**config.mk**
```make
export PLATFORM = sky130hd
export DESIGN_NAME = macc_requant
export DESIGN_NICKNAME = d
export VERILOG_FILES = /design/src/rtl/macc_requant.sv
export SDC_FILE = /design/constraint.sdc
export NUM_CORES = 2
export LEC_CHECK = 0
export BUFFER_PORTS_ARGS = -buffer_cell sky130_fd_sc_hd__buf_2
export CAP_MARGIN = 20
export CORE_AREA = 2 2 241 243
export CTS_CLUSTER_SIZE = 16
export DETAILED_ROUTE_END_ITERATION = 12
export DIE_AREA = 0 0 243 245
export GPL_TIMING_DRIVEN = 0
export HOLD_SLACK_MARGIN = 0.12
export PLACE_DENSITY = 0.76
export SKIP_LAST_GASP = 1
export SYNTH_ARGS = -nofsm -noshare
export SYNTH_HDL_FRONTEND = slang
export SYNTH_SLANG_ARGS = --single-unit
```
**constraint.sdc**
```tcl
create_clock -name clk -period 10.5 [get_ports clk]
set_input_delay 0 -clock clk [delete_from_list [all_inputs] [get_ports clk]]
set_output_delay 0 -clock clk [all_outputs]
set_load 0.05 [all_outputs]
```
**src/rtl/macc_requant.sv**
```systemverilog
// macc_requant: accumulates macc partial sums, adds bias, scales, rounds, saturates to int8 into an output FIFO.
// Optional `MACC_REQUANT_RELU_EN clamps negative results to zero before saturation.
module macc_requant #(
    parameter int IN_WIDTH   = 19,
    parameter int ACC_WIDTH  = 32,
    parameter int FIFO_DEPTH = 4
) (
    input  logic                clk,
    input  logic                rst_n,
    input  logic [IN_WIDTH-1:0] i_data,
    input  logic                i_valid,
    input  logic                i_last,
    input  logic [31:0]         i_bias,
    input  logic [15:0]         i_scale,
    input  logic [4:0]          i_shift,
    output logic [7:0]          o_data,
    output logic                o_valid,
    input  logic                i_ready,
    output logic                o_overflow
);
    localparam int PW = ACC_WIDTH + 17;
    localparam int AW = $clog2(FIFO_DEPTH);
    localparam logic signed [PW-1:0] SAT_MAX = 127;
    localparam logic signed [PW-1:0] SAT_MIN = -128;

    typedef enum logic {IDLE, ACCUM} state_t;

    state_t                 state_q, state_d;
    logic [ACC_WIDTH-1:0]   acc_q, acc_d, base, ext;
    logic                   s1_valid_q, s1_valid_d;
    logic [ACC_WIDTH-1:0]   s1_sum_q, s1_sum_d;
    logic [15:0]            s1_scale_q, s1_scale_d;
    logic [4:0]             s1_shift_q, s1_shift_d;
    logic                   s2_valid_q, s2_valid_d;
    logic signed [PW-1:0]   s2_prod_q, s2_prod_d;
    logic [4:0]             s2_shift_q, s2_shift_d;
    logic                   s3_valid_q, s3_valid_d;
    logic [7:0]             s3_data_q, s3_data_d;
    logic signed [PW-1:0]   rnd, r;
    logic [AW:0]            wr_q, wr_d, rd_q, rd_d;
    logic                   ovf_q, ovf_d;
    logic                   empty, full, pop, push_ok;
    logic [7:0]             mem_q [FIFO_DEPTH];

    always_comb begin
        base       = (state_q == ACCUM) ? acc_q : '0;
        ext        = {{(ACC_WIDTH-IN_WIDTH){i_data[IN_WIDTH-1]}}, i_data};
        state_d    = state_q;
        acc_d      = acc_q;
        s1_valid_d = i_valid & i_last;
        s1_sum_d   = s1_sum_q;
        s1_scale_d = s1_scale_q;
        s1_shift_d = s1_shift_q;
        if (i_valid && i_last) begin
            s1_sum_d   = base + ext + ACC_WIDTH'($signed(i_bias));
            s1_scale_d = i_scale;
            s1_shift_d = i_shift;
            acc_d      = '0;
            state_d    = IDLE;
        end else if (i_valid) begin
            acc_d   = base + ext;
            state_d = ACCUM;
        end
        s2_valid_d = s1_valid_q;
        s2_prod_d  = $signed(s1_sum_q) * $signed({1'b0, s1_scale_q});
        s2_shift_d = s1_shift_q;
        // Round half up: bias by half an LSB of the shifted result, then floor-shift.
        rnd        = (s2_shift_q == 5'd0) ? '0 : PW'(1) << (s2_shift_q - 5'd1);
        r          = (s2_prod_q + rnd) >>> s2_shift_q;
        s3_valid_d = s2_valid_q;
`ifdef MACC_REQUANT_RELU_EN
        s3_data_d  = (r < 0) ? 8'h00 : (r > SAT_MAX) ? 8'h7f : r[7:0];
`else
        s3_data_d  = (r > SAT_MAX) ? 8'h7f : (r < SAT_MIN) ? 8'h80 : r[7:0];
`endif
        empty      = (wr_q == rd_q);
        full       = (wr_q[AW] != rd_q[AW]) && (wr_q[AW-1:0] == rd_q[AW-1:0]);
        pop        = !empty && i_ready;
        // A full FIFO still accepts a push when the head leaves on the same edge.
        push_ok    = s3_valid_q && (!full || pop);
        wr_d       = wr_q + (AW+1)'(push_ok);
        rd_d       = rd_q + (AW+1)'(pop);
        ovf_d      = ovf_q | (s3_valid_q & full & !pop);
        o_valid    = !empty;
        o_data     = empty ? 8'h00 : mem_q[rd_q[AW-1:0]];
        o_overflow = ovf_q;
    end

    always_ff @(posedge clk or negedge rst_n) begin
        if (!rst_n) begin
            state_q    <= IDLE;
            acc_q      <= '0;
            s1_valid_q <= 1'b0;
            s1_sum_q   <= '0;
            s1_scale_q <= '0;
            s1_shift_q <= '0;
            s2_valid_q <= 1'b0;
            s2_prod_q  <= '0;
            s2_shift_q <= '0;
            s3_valid_q <= 1'b0;
            s3_data_q  <= '0;
            wr_q       <= '0;
            rd_q       <= '0;
            ovf_q      <= 1'b0;
        end else begin
            state_q    <= state_d;
            acc_q      <= acc_d;
            s1_valid_q <= s1_valid_d;
            s1_sum_q   <= s1_sum_d;
            s1_scale_q <= s1_scale_d;
            s1_shift_q <= s1_shift_d;
            s2_valid_q <= s2_valid_d;
            s2_prod_q  <= s2_prod_d;
            s2_shift_q <= s2_shift_d;
            s3_valid_q <= s3_valid_d;
            s3_data_q  <= s3_data_d;
            wr_q       <= wr_d;
            rd_q       <= rd_d;
            ovf_q      <= ovf_d;
        end
    end

    always_ff @(posedge clk) begin
        if (push_ok) mem_q[wr_q[AW-1:0]] <= s3_data_q;
    end
endmodule

```
== After elaboration in Yosys (flattened, before gate mapping) ==
Memories as Yosys holds them, arrays and structs flattened.
Index checks and enable logic that the tools add are counted.
Cells by class
  bitwise operators: 4
  reduce and logical (&&, ||, !) cells: 10
  shifts and indexed selects: 2
  add/subtract/negate cells: 6
  multipliers: 1
  multiplexer cells: 11
  eq/ne operators: 3
  magnitude comparators: 2
Operators with widths (count)
  $mux 32: 3
  $add 32x32->32: 2
  $add 49x49->49: 1
  $gt 49x8->1 const B: 1
  $lt 49x8->1 const B: 1
  $mul 32x17->49: 1
  $mux 49: 1
  $shl 1x5->49 const A: 1
  $sshr 49x5->49: 1
  $mux 8: 3
  $add 3x1->3: 2
  $logic_not 5->1: 1
  $sub 5x1->5 const B: 1
  $logic_and 1x1->1: 4
  $mux 1: 4
  $and 1x1->1: 3
  $eq 3x3->1: 1
  $logic_not 1->1: 3
  $eq 2x2->1: 1
  $reduce_bool 2->1: 1
  $logic_or 1x1->1: 1
  $ne 1x1->1: 1
  $or 1x1->1: 1
Storage, ports and cells
  RAM bits: 32
  memories: 1
  input port bits: 77
  flip-flop bits (word level): 158
Memories
  mem_q: words 4, width 8, read ports 1, clocked after Yosys merged registers in 0, wr ports 1, RTL line 43  | logic [7:0] mem_q [FIFO_DEPTH];

== Longest topological paths before layout ==
  depth in word-level cells: 8
  gate-level depth with buffers: 30

== Worst setup path before layout ==
No wires, ideal clock.
  path type: register to register
  from: register s1_sum_q[12]
  to: register s2_prod_q[47]
  cell stages (with the launch flop): 30
  arrival: 6773 ps
  slack: 3604 ps
  cells stage by stage: dfrtp_1 clkbuf_1 nand2_1 fa_1 inv_1 fa_1 inv_1 fa_1 inv_1 fa_1 inv_1 fa_1 inv_1 fa_1 ha_1 nand4_1 nand2b_1 a311oi_1 nor3_1 o31ai_1 o211ai_1 a311oi_1 o21ai_0 a21oi_1 o21ai_0 a21boi_0 nor3_1 o21bai_1 a21oi_1 xnor2_1
Between the ends
  word-level cells in the longest chain between the ends: 1
RTL lines
  start, declared: RTL line 31  | logic [ACC_WIDTH-1:0] s1_sum_q, s1_sum_d;
  start signal, assigned: RTL line 109  | s1_sum_q <= s1_sum_d;
  $mul 32x17->49: RTL line 65  | s2_prod_d = $signed(s1_sum_q) * $signed({1'b0, s1_scale_q});
  named net s2_prod_d[47]: RTL line 35  | logic signed [PW-1:0] s2_prod_q, s2_prod_d;
  end signal, assigned: RTL line 113  | s2_prod_q <= s2_prod_d;
  end, declared: RTL line 35
The timed path passes the listed nets, and every way through them passes these cells.
A chain may end at the register's enable or synchronous reset.

== Final worst setup path ==
  from: register s2_shift_q[0]
  to: register s3_data_q[6]
Between the ends
  word-level cells in the longest chain between the ends: 8
  elaborated cells between the ends (all ways): 10
  classes of those cells: add/sub (2); order compare (2); shift (2); mux (3); reduce/logical (1)
RTL lines
  start, declared: RTL line 36  | logic [4:0] s2_shift_q, s2_shift_d;
  start signal, assigned: RTL line 114  | s2_shift_q <= s2_shift_d;
  $sub 5x1->5: RTL line 68  | rnd = (s2_shift_q == 5'd0) ? '0 : PW'(1) << (s2_shift_q - 5'd1);
  $shl 1x5->49: RTL line 68
  $mux 49: RTL line 68
  $add 49x49->49: RTL line 69  | r = (s2_prod_q + rnd) >>> s2_shift_q;
  $sshr 49x5->49 (*): RTL line 69
  $lt 49x8->1: RTL line 74  | s3_data_d = (r > SAT_MAX) ? 8'h7f : (r < SAT_MIN) ? 8'h80 : r[7:0];
  $mux 8: RTL line 74
  $mux 8 (*): RTL line 74
  named net s3_data_d[6]: RTL line 38  | logic [7:0] s3_data_q, s3_data_d;
  end signal, assigned: RTL line 116  | s3_data_q <= s3_data_d;
  end, declared: RTL line 38
Mark *: on every way through the listed nets, which the timed path passes. The rest lies on a longest branch.

==> results by group <==
Status
  • Status: completed

Timing
  • Max-slew headroom at the worst pin: 0.2711
  • Endpoints failing setup: 0
  • Slew Limit Fails: 0
  • Min Tclk post-route: 9.880 ns
  • Period utilization: 0.9410
  • Slew @ Worst Pin: ~1.1 ns
  • Skew final: 0.01525 ns
  • RSZ-0062 raised after global routing: no
  • TNS Setup: 0 ns
  • Final hold vios: 0
  • Fmax achieved: between 100 and 150 MHz

Synthesis
  • Top cells by count, synth: inv_1 (566), nand2_1 (511), fa_1 (492), and2_1 (248), ha_1 (215)
  • Yosys top cell area share: 0.2909
  • Post-synth top area cell: fa_1
  • Post-synthesis cell type count: 91
  • Ys async rst share: 0.8316
  • Average size of a mapped cell: about 9 um2
  • Post-synthesis cell count: 3874
  • EDFF count, synth: 32
  • YS warnings: 0
  • Main synth FF type: dfrtp_1
  • Yosys reg bits: 190
  • Post-Synthesis Net Count: 4658
  • Cell with the most instances after synthesis: inv_1
  • Sequential area share after synthesis: 0.1452
  • Mapped Area: 0.03386 mm2
  • Synth top area cells: fa_1 (29%), dfrtp_1 (12%), ha_1 (7.9%)

Placed design
  • Buffers on Ports: 85
  • Final GP Congestion: approximately 1.0
  • Post-detail-place hpwl: 83190 um

Floorplan
  • Row count: 88
  • Initial Util: 0.5936
  • Die area: slightly below 0.06 mm2
  • Top Ports: between 80 and 90
  • Die height: 245 um
  • Die width: approximately 240 um
  • Core footprint: 0.05703 mm2

Cells and area
  • Ant diodes: 0
  • Layout cells sized above 1: 0.07024
  • Area Growth Syn to Fin: 8.537%
  • # nets final: about 4800
  • Final core utilization: 0.6443

CTS
  • Worst-skew pair later-pin latency: approximately 0.50 ns
  • CTS H-tree depth: 4
  • Reg clk slew, reported paths: roughly 0.09 ns
  • CTS tree: built
  • Clock buffer depth: 2
  • CTS sink count: 190
  • Setup bufs post-CTS: 0
  • Root buffer cell: clkbuf_16
  • CTS Buf Count: 17

Worst setup path
  • CP startpoint kind: flip-flop
  • Worst endpoint data arrival time: 10.16 ns
  • Data required, critical path: 10.78 ns
  • Crit-path max FO: 10
  • Setup crit end kind: flip-flop
  • CP Class: reg2reg

Route
  • WL final: 102600 um
  • Antenna Nets Post-Route: 0
  • Via Count: about 29000
  • Vias/cell: 6.042
  • Drt first pass iters: 8
  • Routed wire per std cell: around 21 um
  • Residual DRC count: 0
  • Initial DRC Count: between 2000 and 2500

Global route
  • First-pass GRT wire length: 162500 um
  • Largest net degree at the start of global routing: about 110
  • Vias in the first global route: roughly 30000
  • Antenna violations before repair: 1
  • Global route overflow: 0
  • GR Util All Layers: 0.3521

Flow run
  • Max-cap violation count: 0

Worst hold path
  • Hold crit path type: in2reg
[registers in the layout, indices dropped and copies added (netlist names)]
signal and count:
s1_valid_q 1, acc_q 32, s1_shift_q 5, s1_scale_q 16, s2_shift_q 5, state_q 1
s2_valid_q 1, s3_valid_q 1, s3_data_q 8, o_overflow 1, wr_q 3, s2_prod_q 49
rd_q 3, s1_sum_q 32, mem_q 32
[layout by cell type, fill, tap and decap left out, types with 18 or more instances in the layout]
cell type	instances
nand4_1	34
o21bai_1	20
and2_1	248
xor2_1	41
clkbuf_1	160
ha_1	215
a21oi_1	154
nor2b_1	51
o211ai_1	18
nor2_1	177
a31o_2	33
fa_1	492
edfxtp_1	32
and3_1	32
mux4_2	19
nand2_1	511
dlygate4sd3_1	77
xnor2_1	90
mux2i_1	31
or3_1	24
inv_1	566
nand2b_1	22
a211oi_1	33
nor3_1	68
a31oi_1	31
buf_2	104
dfrtp_1	158
o21a_1	30
nand3_1	67
mux2_2	55
o21ai_0	108
a21o_1	55
[path summary, 6_finish.rpt]
path,start,end,slack [ns],depth (start not counted)
worst max-delay path,s2_shift_q[0]$_DFF_PN0_,s3_data_q[6]$_DFF_PN0_,0.62,23
worst min-delay path,i_data[5],acc_q[5]$_DFFE_PN0P_,0.13,4
worst max register to register,s2_shift_q[0]$_DFF_PN0_,s3_data_q[6]$_DFF_PN0_,0.62,23
worst min register to register,s2_valid_q$_DFF_PN0_,s3_valid_q$_DFF_PN0_,0.36,0
max in group asynchronous,rst_n,s2_prod_q[47]$_DFF_PN0_,9.34,4
min in group asynchronous,rst_n,acc_q[0]$_DFFE_PN0P_,0.60,4
[area by class of cell]
class,instances,area (um2)
buffer,194,768.2
clock buffer,17,425.4
clock inverter,15,225.2
fill,4916,20290
inverter,571,2143
multi-input combinational,2919,26030
sequential,190,4915
tap,765,957.2
timing repair buffer,166,1281
[metrics by stage]
| stage | worst slack (ns) | instance area, um2 | hold WS (ns) | instances |
|---|---|---|---|---|
| after floorplan | 3.604 | 33860 | -0.2956 | 3874 |
| after global placement | 1.086 | 35240 | 0.2304 | 4724 |
| after detailed placement | 1.108 | 35300 | -0.04520 | 4727 |
| after CTS | 1.084 | 36750 | 0.1311 | 4837 |
| after global routing | 0.3486 | 36750 | 0.1522 | 4837 |
| final | 0.6197 | 36750 | 0.1307 | 4837 |
[kinds of logic after synthesis]
kind of cell	count (synthesis)	synth area share
AO/OA/AOI/OAI	682	0.1390
XOR/XNOR	131	0.03389
adder cells (fa/ha/maj)	707	0.3704
buffers and inverters	765	0.08596
flip-flops	190	0.1452
multiplexers	106	0.04054
other	1	0.0001108
AND/OR/NAND/NOR	1292	0.1850
[layer usage]
layer | share of wire | up-vias | wire length, um | GRT usage
li1 | - | 13170 | - | -
met1 | 0.38 | 14320 | 38830 | 0.4236
met2 | 0.48 | 1346 | 48920 | 0.5913
met3 | 0.078 | 381 | 7976 | 0.06527
met4 | 0.067 | 2 | 6873 | 0.2122
met5 | 0.00012 | - | 12 | 0
[worst max-delay path, cell delays in order (launching register included)]
cell and delay [ns]:
dfrtp_1 0.57, clkbuf_1 0.39, clkbuf_1 0.49, clkbuf_1 0.57, clkbuf_1 0.50, clkbuf_1 0.63
nand2_1 0.49, nor2_1 0.21, ha_1 0.26, nand3_1 0.23, nor4_2 0.47, o21ai_1 0.28
a211oi_2 0.41, o21ai_1 0.29, a21oi_1 0.32, mux2_2 0.42, and2_1 0.15, a221oi_1 0.76
o31a_1 0.32, o221ai_1 0.20, nor4_1 0.33, nand4_1 0.18, o31ai_1 0.85, o21ai_1 0.34
[what timing repair did]
action / 4_1_cts / 5_1_grt
hold endpoints to repair: 224 / 0
gates resized for setup: 0 / 0
hold buffers: 78 / 0
Power is not shown: default switching activity piles up to over one toggle a cycle in this logic, so the estimate is an artifact.
